[config.mk]
export PLATFORM = sky130hd
export DESIGN_NAME = logic_issue
export DESIGN_NICKNAME = d
export VERILOG_FILES = /design/src/rtl/logic_pkg.sv /design/src/rtl/logic_regfile.sv /design/src/rtl/logic_issue.sv
export SDC_FILE = /design/constraint.sdc
export NUM_CORES = 1
export LEC_CHECK = 0
export CORE_MARGIN = 4
export CORE_UTILIZATION = 50
export DETAILED_ROUTE_END_ITERATION = 8
export GPL_ROUTABILITY_DRIVEN = 0
export PLACE_DENSITY = 0.79
export REMOVE_ABC_BUFFERS = 1
export SYNTH_ARGS = -nofsm -noshare
export SYNTH_HDL_FRONTEND = slang
export SYNTH_HIERARCHICAL = 1
export SYNTH_SLANG_ARGS = --single-unit
[constraint.sdc]
create_clock -name CLK -period 2.95 [get_ports CLK]
set_clock_uncertainty 0.1 [all_clocks]
set_input_delay 0.59 -clock CLK [delete_from_list [all_inputs] [get_ports CLK]]
set_output_delay 0.59 -clock CLK [all_outputs]
set_load 0.02 [all_outputs]
[src/rtl/logic_pkg.sv]
// Shared definitions for the logic_issue sequencer: FSM states, instruction
// field positions and datapath defaults.
package logic_pkg;

    localparam int W_DEF     = 8;
    localparam int NREGS_DEF = 4;

    // Instruction field positions within the 8-bit INSTR word
    localparam int OP_BIT = 7;
    localparam int RD_HI  = 6;
    localparam int RD_LO  = 5;
    localparam int RA_HI  = 4;
    localparam int RA_LO  = 3;
    localparam int RB_HI  = 2;
    localparam int RB_LO  = 1;

    typedef enum logic [1:0] {
        ST_IDLE = 2'd0,
        ST_EXEC = 2'd1,
        ST_WB   = 2'd2
    } state_t;

endpackage

[src/rtl/logic_regfile.sv]
// Small register file: one synchronous write port, three combinational
// read ports (two operand reads plus one debug read).
module logic_regfile
    import logic_pkg::*;
#(
    parameter int NREGS = NREGS_DEF,
    parameter int W     = W_DEF
) (
    input  logic         clk,
    input  logic         rst,
    input  logic         we,
    input  logic [1:0]   waddr,
    input  logic [W-1:0] wdata,
    input  logic [1:0]   ra_addr,
    input  logic [1:0]   rb_addr,
    input  logic [1:0]   dbg_addr,
    output logic [W-1:0] ra_data,
    output logic [W-1:0] rb_data,
    output logic [W-1:0] dbg_data
);

    logic [W-1:0] regs_r [NREGS];

    // Storage update: clear on reset, otherwise a single write per cycle
    always_ff @(posedge clk) begin
        if (rst) begin
            for (int i = 0; i < NREGS; i++) begin
                regs_r[i] <= {W{1'b0}};
            end
        end else if (we) begin
            regs_r[waddr] <= wdata;
        end
    end

    assign ra_data  = regs_r[ra_addr];
    assign rb_data  = regs_r[rb_addr];
    assign dbg_data = regs_r[dbg_addr];

endmodule

[src/rtl/logic_issue.sv]
// Issue/writeback sequencer feeding an external AND/OR logical unit.
// One instruction every three cycles: IDLE (accept, read operands),
// EXEC (unit result settles, captured), WB (result written to RD).
module logic_issue
    import logic_pkg::*;
#(
    parameter int NREGS = NREGS_DEF,
    parameter int W     = W_DEF
) (
    input  logic         CLK,
    input  logic         RST,
    input  logic         IN_VALID,
    output logic         IN_READY,
    input  logic [7:0]   INSTR,
    input  logic         LD_EN,
    input  logic [1:0]   LD_ADDR,
    input  logic [W-1:0] LD_DATA,
    output logic [W-1:0] A,
    output logic [W-1:0] B,
    output logic         OP,
    input  logic [W-1:0] Y,
    output logic [W-1:0] RESULT,
    output logic         DONE,
    input  logic [1:0]   RD_ADDR,
    output logic [W-1:0] RD_DATA
);

    state_t       state_r;
    state_t       state_nxt_s;
    logic         accept_s;
    logic         ld_ok_s;
    logic         wb_s;
    logic         we_s;
    logic [1:0]   waddr_s;
    logic [W-1:0] wdata_s;
    logic [W-1:0] ra_data_s;
    logic [W-1:0] rb_data_s;
    logic [W-1:0] a_r;
    logic [W-1:0] b_r;
    logic         op_r;
    logic [1:0]   rd_r;
    logic [W-1:0] result_r;
    logic         unused_s;

    // Bit 0 of the instruction is reserved and carries no meaning
    assign unused_s = INSTR[0];

    logic_regfile #(
        .NREGS (NREGS),
        .W     (W)
    ) u_regfile (
        .clk      (CLK),
        .rst      (RST),
        .we       (we_s),
        .waddr    (waddr_s),
        .wdata    (wdata_s),
        .ra_addr  (INSTR[RA_HI:RA_LO]),
        .rb_addr  (INSTR[RB_HI:RB_LO]),
        .dbg_addr (RD_ADDR),
        .ra_data  (ra_data_s),
        .rb_data  (rb_data_s),
        .dbg_data (RD_DATA)
    );

    // State register
    always_ff @(posedge CLK) begin
        if (RST) begin
            state_r <= ST_IDLE;
        end else begin
            state_r <= state_nxt_s;
        end
    end

    // Next-state logic plus accept/load/writeback qualifiers
    always_comb begin
        state_nxt_s = state_r;
        accept_s    = 1'b0;
        ld_ok_s     = 1'b0;
        wb_s        = 1'b0;
        case (state_r)
            ST_IDLE: begin
                ld_ok_s = LD_EN;
                if (IN_VALID) begin
                    accept_s    = 1'b1;
                    state_nxt_s = ST_EXEC;
                end else begin
                    state_nxt_s = ST_IDLE;
                end
            end
            ST_EXEC: begin
                state_nxt_s = ST_WB;
            end
            ST_WB: begin
                wb_s        = 1'b1;
                state_nxt_s = ST_IDLE;
            end
            default: begin
                state_nxt_s = ST_IDLE;
            end
        endcase
    end

    // Register-file write port: writeback (WB) and load (IDLE) never overlap
    always_comb begin
        we_s    = 1'b0;
        waddr_s = LD_ADDR;
        wdata_s = LD_DATA;
        if (wb_s) begin
            we_s    = 1'b1;
            waddr_s = rd_r;
            wdata_s = result_r;
        end else if (ld_ok_s) begin
            we_s    = 1'b1;
            waddr_s = LD_ADDR;
            wdata_s = LD_DATA;
        end else begin
            we_s    = 1'b0;
        end
    end

    // Operand/opcode capture on accept and result capture in EXEC
    always_ff @(posedge CLK) begin
        if (RST) begin
            a_r      <= {W{1'b0}};
            b_r      <= {W{1'b0}};
            op_r     <= 1'b0;
            rd_r     <= 2'd0;
            result_r <= {W{1'b0}};
        end else begin
            if (accept_s) begin
                a_r  <= ra_data_s;
                b_r  <= rb_data_s;
                op_r <= INSTR[OP_BIT];
                rd_r <= INSTR[RD_HI:RD_LO];
            end
            if (state_r == ST_EXEC) begin
                result_r <= Y;
            end
        end
    end

    assign A        = a_r;
    assign B        = b_r;
    assign OP       = op_r;
    assign RESULT   = result_r;
    assign IN_READY = (state_r == ST_IDLE) && !RST;
    assign DONE     = (state_r == ST_WB) && !RST;

endmodule

Word-level counts from Yosys, hierarchy flattened
Memories as Yosys holds them, arrays and structs flattened. A register that Yosys moved wholly into a read port is not among the register bits.
Index checks and enable logic that the tools add are counted.
{"block": "totals", "register_bits": 13, "latchBits": 0, "ramBits": 32, "mem_bits_ro": 0, "in_bits": 32, "out_inout_bits": 35, "word_cells": 30, "mem_count": 1}
{"name": "u_regfile.regs_r", "depth": 4, "word_bits": 8, "read_ports": 3, "rd_clocked_by_memory_dff": 2, "wr": 4, "line_no": "logic_regfile.sv:22", "source": "logic [W-1:0] regs_r [NREGS];"}
{"block": "classes", "addsub": 0, "n_mul": 0, "div": 0, "n_lt_le_gt_ge": 0, "eq_ne": 2, "shift": 0, "n_mux": 18, "bitwise_logic": 0, "n_reduce_logical": 5}
{"operator": "2-to-1 mux 8 bit", "n": 2}
{"operator": "2-to-1 mux 1 bit", "n": 13}
{"operator": "OR reduction 8 bit", "n": 1}
{"operator": "2-to-1 mux 2 bit", "n": 2}
{"operator": "case mux 2 bit (2 select lines)", "n": 1}
{"operator": "== test 2 x 1 -> 1 bit (second input constant)", "n": 1}
{"operator": "== test 2 bit (second input constant)", "n": 1}
{"operator": "logical AND 1 bit", "n": 2}
{"operator": "logical NOT 2 bit", "n": 1}
{"operator": "logical NOT 1 bit", "n": 1}

Logic depth before layout (Yosys ltp)
{"block": "logic_depth", "ltp_word": 9, "depth_mapped": 6, "depth_no_buf": 4}

Modules after synthesis
The synthesis kept the hierarchy.
{"module": "logic_regfile", "instances": 1, "cells_each": 105, "area_each_um2": 1850.5, "seq_area_each_um2": 960.9}
{"module": "logic_issue", "instances": 1, "cells_each": 142, "area_each_um2": 1176.1, "seq_area_each_um2": 580.6}

Least setup slack after synthesis
Ideal clock, no wire load.
{"block": "synth_path", "kind": "register to register", "start": "register state_r[0]", "end": "memory u_regfile/regs_r[2][0] in the netlist's numbering, enable pin", "setup_ns": 0.375, "t_arrival_ns": 1.703, "t_required_ns": 2.475, "slack_ns": 0.773, "path_stages_with_launch": 6, "n_path_buf": 2, "synth_period_minus_slack_ns": 2.177, "cell_sequence": "dfxtp_1 > buf_2 > nand2b_1 > buf_2 > mux2_1 > o21bai_1"}
{"item": "start, declared", "line_no": "logic_issue.sv:28", "source": "state_t state_r;"}
{"item": "start signal, assigned", "line_no": "logic_issue.sv:70", "source": "state_r <= state_nxt_s;"}
{"item": "end, declared", "line_no": "logic_regfile.sv:22"}

Worst setup path in the final report
{"block": "layout_path", "start": "input RD_ADDR[0]", "end": "output RD_DATA[1]"}
{"block": "layout_via", "elab_chain_cells": 1}
{"item": "start, declared", "line_no": "logic_issue.sv:24", "source": "input logic [1:0] RD_ADDR,"}
{"item": "memory read (4 x 8 bit)"}
{"item": "end, declared", "line_no": "logic_issue.sv:25", "source": "output logic [W-1:0] RD_DATA"}
No other way between the ends.

==> impl.org <==
** Status
- The flow ran to the end, and the final reports show no timing, DRC or antenna violations.

** Cells and area
- In the final layout, the share of cells above drive strength 1 is 0.149.
- Measured on the finished design, the core utilization comes to 0.658.
- Final Net Count :: ~340
- After routing the design area is between 0.003 and 0.004 sq mm.
- Relative area change from synthesis to final layout :: 27.9%
- Diodes inserted :: 0
- The count of cells in the finished layout, fillers not included, comes to 390.

** Timing
- Of the available clock period, the critical path in the final layout requires 0.953.
- Setup violation total in the final timing report :: 0
- Setup repair after global routing left no endpoint under its margin.
- Final-report hold violation count :: 0
- Timing would allow up to roughly 0.36 GHz.
- Pins Over Slew Limit :: 0
- Hold slack :: about 350 ps
- Pin slew with the least headroom to its limit :: between 700 and 800 ps
- In this run the tightest slew margin relative to its limit is 0.503.
- Crit path time final :: between 2000 and 3000 ps

** Routing
- Dividing the detail-routed wire length by the instance count gives 15.4 um.
- For this block, the routed nets add up to about 6000 um of wire.
- Detailed-route via count :: 2066
- Residual DRC :: 0
- The detailed router finished its first iteration with between 100 and 150 violations.
- Using the TritonRoute via totals, the vias-per-cell ratio works out to 5.30.
- Iteration count of the initial detailed-routing pass :: 4
- Once detail routing completed, the nets flagged for antenna violations numbered 0.

** Floorplan
- From bottom edge to top edge, the die measures roughly 86 um.
- The floorplan has 28 rows.
- Core region area :: approximately 0.0059 sq mm
- Die extent in x :: roughly 86 um
- The die covers about 0.0074 sq mm.
- In this run the count of I/O pins placed on the die edge is 67.
- The initial utilization of the core area, before any placement, comes to 0.514.

** Synth
- Largest cells by area after synthesis :: edfxtp_1 32%, dfxtp_1 19%, mux4_2 18%
- The share of the Yosys chip area taken by registers is 0.509.
- Share of the synthesized area in the top cell type :: 0.317
- Counting every instance in the synthesized netlist gives roughly 250.
- The commonest cells after synthesis are 55 x nand2_1, 32 x and2_1, 32 x edfxtp_1, 29 x dfxtp_1, 27 x a21oi_1.
- FF+latch count, synth :: between 60 and 70
- Dividing the synthesized area by the synthesized cell count gives between 10 and 15 sq um.
- Counting flops with an async set or reset pin after synthesis yields a share of 0.
- The most common cell in the synthesized netlist is nand2_1.
- Yosys mapped a number of flops with a built-in enable equal to 32.
- Yosys printed 6 warnings.
- Count of different cell masters after synthesis :: 27
- The synthesized netlist occupies a cell area of about 0.0030 sq mm.
- For this run, the leading register cell type out of synthesis is edfxtp_1.
- Synth area leader :: edfxtp_1

** Clock tree
- Maximum root-to-sink buffer count :: 2
- Number of buffers inserted to repair setup after CTS :: 0
- CTS Buf Count :: 9
- CTS placed an instance of clkbuf_8 at the clock tree root.
- Clock insertion delay at the later pin of the skew report :: roughly 330 ps
- H-tree lvl count :: 3
- TritonCTS built the clock tree.
- The clock net in this run drives a total of 61 sinks.
- Clock input transition at the sequential cells of the worst setup and hold paths :: 60 ps

** GRT
- Largest net degree at the start of global routing :: 32
- The number of global-route vias before repair is 2145.
- Sum of overflow across all layers after global routing :: 0
- In the global route stage, overall resource usage came out at 0.180.
- First-pass GRT wire length :: between 10000 and 15000 um
- The number of antenna violations at the first check in global routing is 0.

** Placement
- After detailed placement, the design holds a cell count of between 300 and 400.
- Total placed instance area :: 0.00371 sq mm
- Detail Placement HPWL :: 4700 um
- Buffers placed on the I/O ports in this run total 65.

** Critical path
- STA classifies the critical path endpoint as an output pin.
- Critical path class :: in2out
- For the worst flop-to-flop path, the logic depth is 4.
- Along the worst path, the maximum fanout reaches 8.
- Data on the critical path arrives at its endpoint at approximately 2100 ps.
- STA classifies the critical path startpoint as an input port.
- Data required time at the worst endpoint :: approximately 2300 ps

** Power and ir drop
- Across the VDD grid, the largest voltage drop is ~0.00026 V.
- Pleak :: approximately 1.4 nW
- Dividing total power by cell area gives a power density of roughly 500 mW/mm^2.

** Flow run
- Max-cap violation count :: 0

** Hold path
- Hold depth :: 2
- Class of the tightest hold or removal check :: reg2reg
critical path: stages:
cell	delay (ps)
clkdlybuf4s50_1	530
buf_12	160
mux4_2	500
dlygate4sd2_1	340
state kept, by name, indices dropped and copies added (netlist names):
register	cells
RESULT	8
B	8
u_regfile/regs_r	32
state_r	2
A	8
rd_r	2
OP	1
metrics by stage:
| step | total power, W | setup TNS (ps) | setup slack [ps] |
|---|---|---|---|
| after global routing | 0.00204 | 0 | 105 |
| final | 0.00195 | 0 | 139 |
| after floorplan | 0.00118 | 0 | 726 |
| after detailed placement | 0.00135 | -633 | -96.7 |
| after CTS | 0.00197 | 0 | 125 |
| after global placement | 0.00134 | -321 | -43.5 |
layer usage:
metal	track usage	up-vias	routed length (um)
li1	-	1016	-
met1	0.217	955	2360
met2	0.292	83	2990
met3	0.0538	12	537
met4	0.0906	0	125
met5	0	-	0
area by class of cell:
cell class	count	area [sq um]
clock buffers	13	159
fillers	466	2010
repair buffers	70	703
clock inverters	2	8.76
inverters	1	3.75
well taps	75	93.8
flip-flops and latches	61	1540
multi-input cells	168	1360
repair_timing:
| action | 4_1_cts | 5_1_grt |
|---|---|---|
| resized for setup | 8 | 0 |
| setup endpoints to repair | 8 | 0 |
| hold buffers | 0 | 0 |
report_power, final:
| group | internal [W] | leakage (nW) | switching [W] |
|---|---|---|---|
| registers | 0.000950 | 0.571 | 0.0000374 |
| logic | 0.000179 | 0.755 | 0.000157 |
| clock network | 0.000342 | 0.0869 | 0.000285 |
| total | 0.00147 | 1.41 | 0.000479 |
cell families after synthesis:
logic type / share of synthesized area
buffers and inverters: 0.0405
AND/OR/NAND/NOR: 0.179
AO/OA/AOI/OAI: 0.0554
flip-flops: 0.509
multiplexers: 0.216
final timing paths:
path,startpoint,endpoint,slack (ps)
setup / recovery,RD_ADDR[0],RD_DATA[1],140
hold reg to reg,rd_r[0],rd_r[0],350
hold / removal,rd_r[0],rd_r[0],350
setup reg to reg,state_r[0],u_regfile/regs_r[0][6],580
layout by cell type, fill, tap and decap left out, drive strengths merged, types with 5 or more instances in the layout:
| cell | synthesis | final |
|---|---|---|
| a21oi | 27 | 27 |
| and2 | 32 | 32 |
| buf | 9 | 5 |
| clkbuf | 8 | 13 |
| clkdlybuf4s50 | 0 | 57 |
| dfxtp | 29 | 29 |
| dlygate4sd2 | 0 | 8 |
| edfxtp | 32 | 32 |
| mux2 | 10 | 10 |
| mux4 | 24 | 24 |
| nand2 | 55 | 55 |
| nor2 | 5 | 5 |
Note: power is estimated with default switching activity, not from simulation.
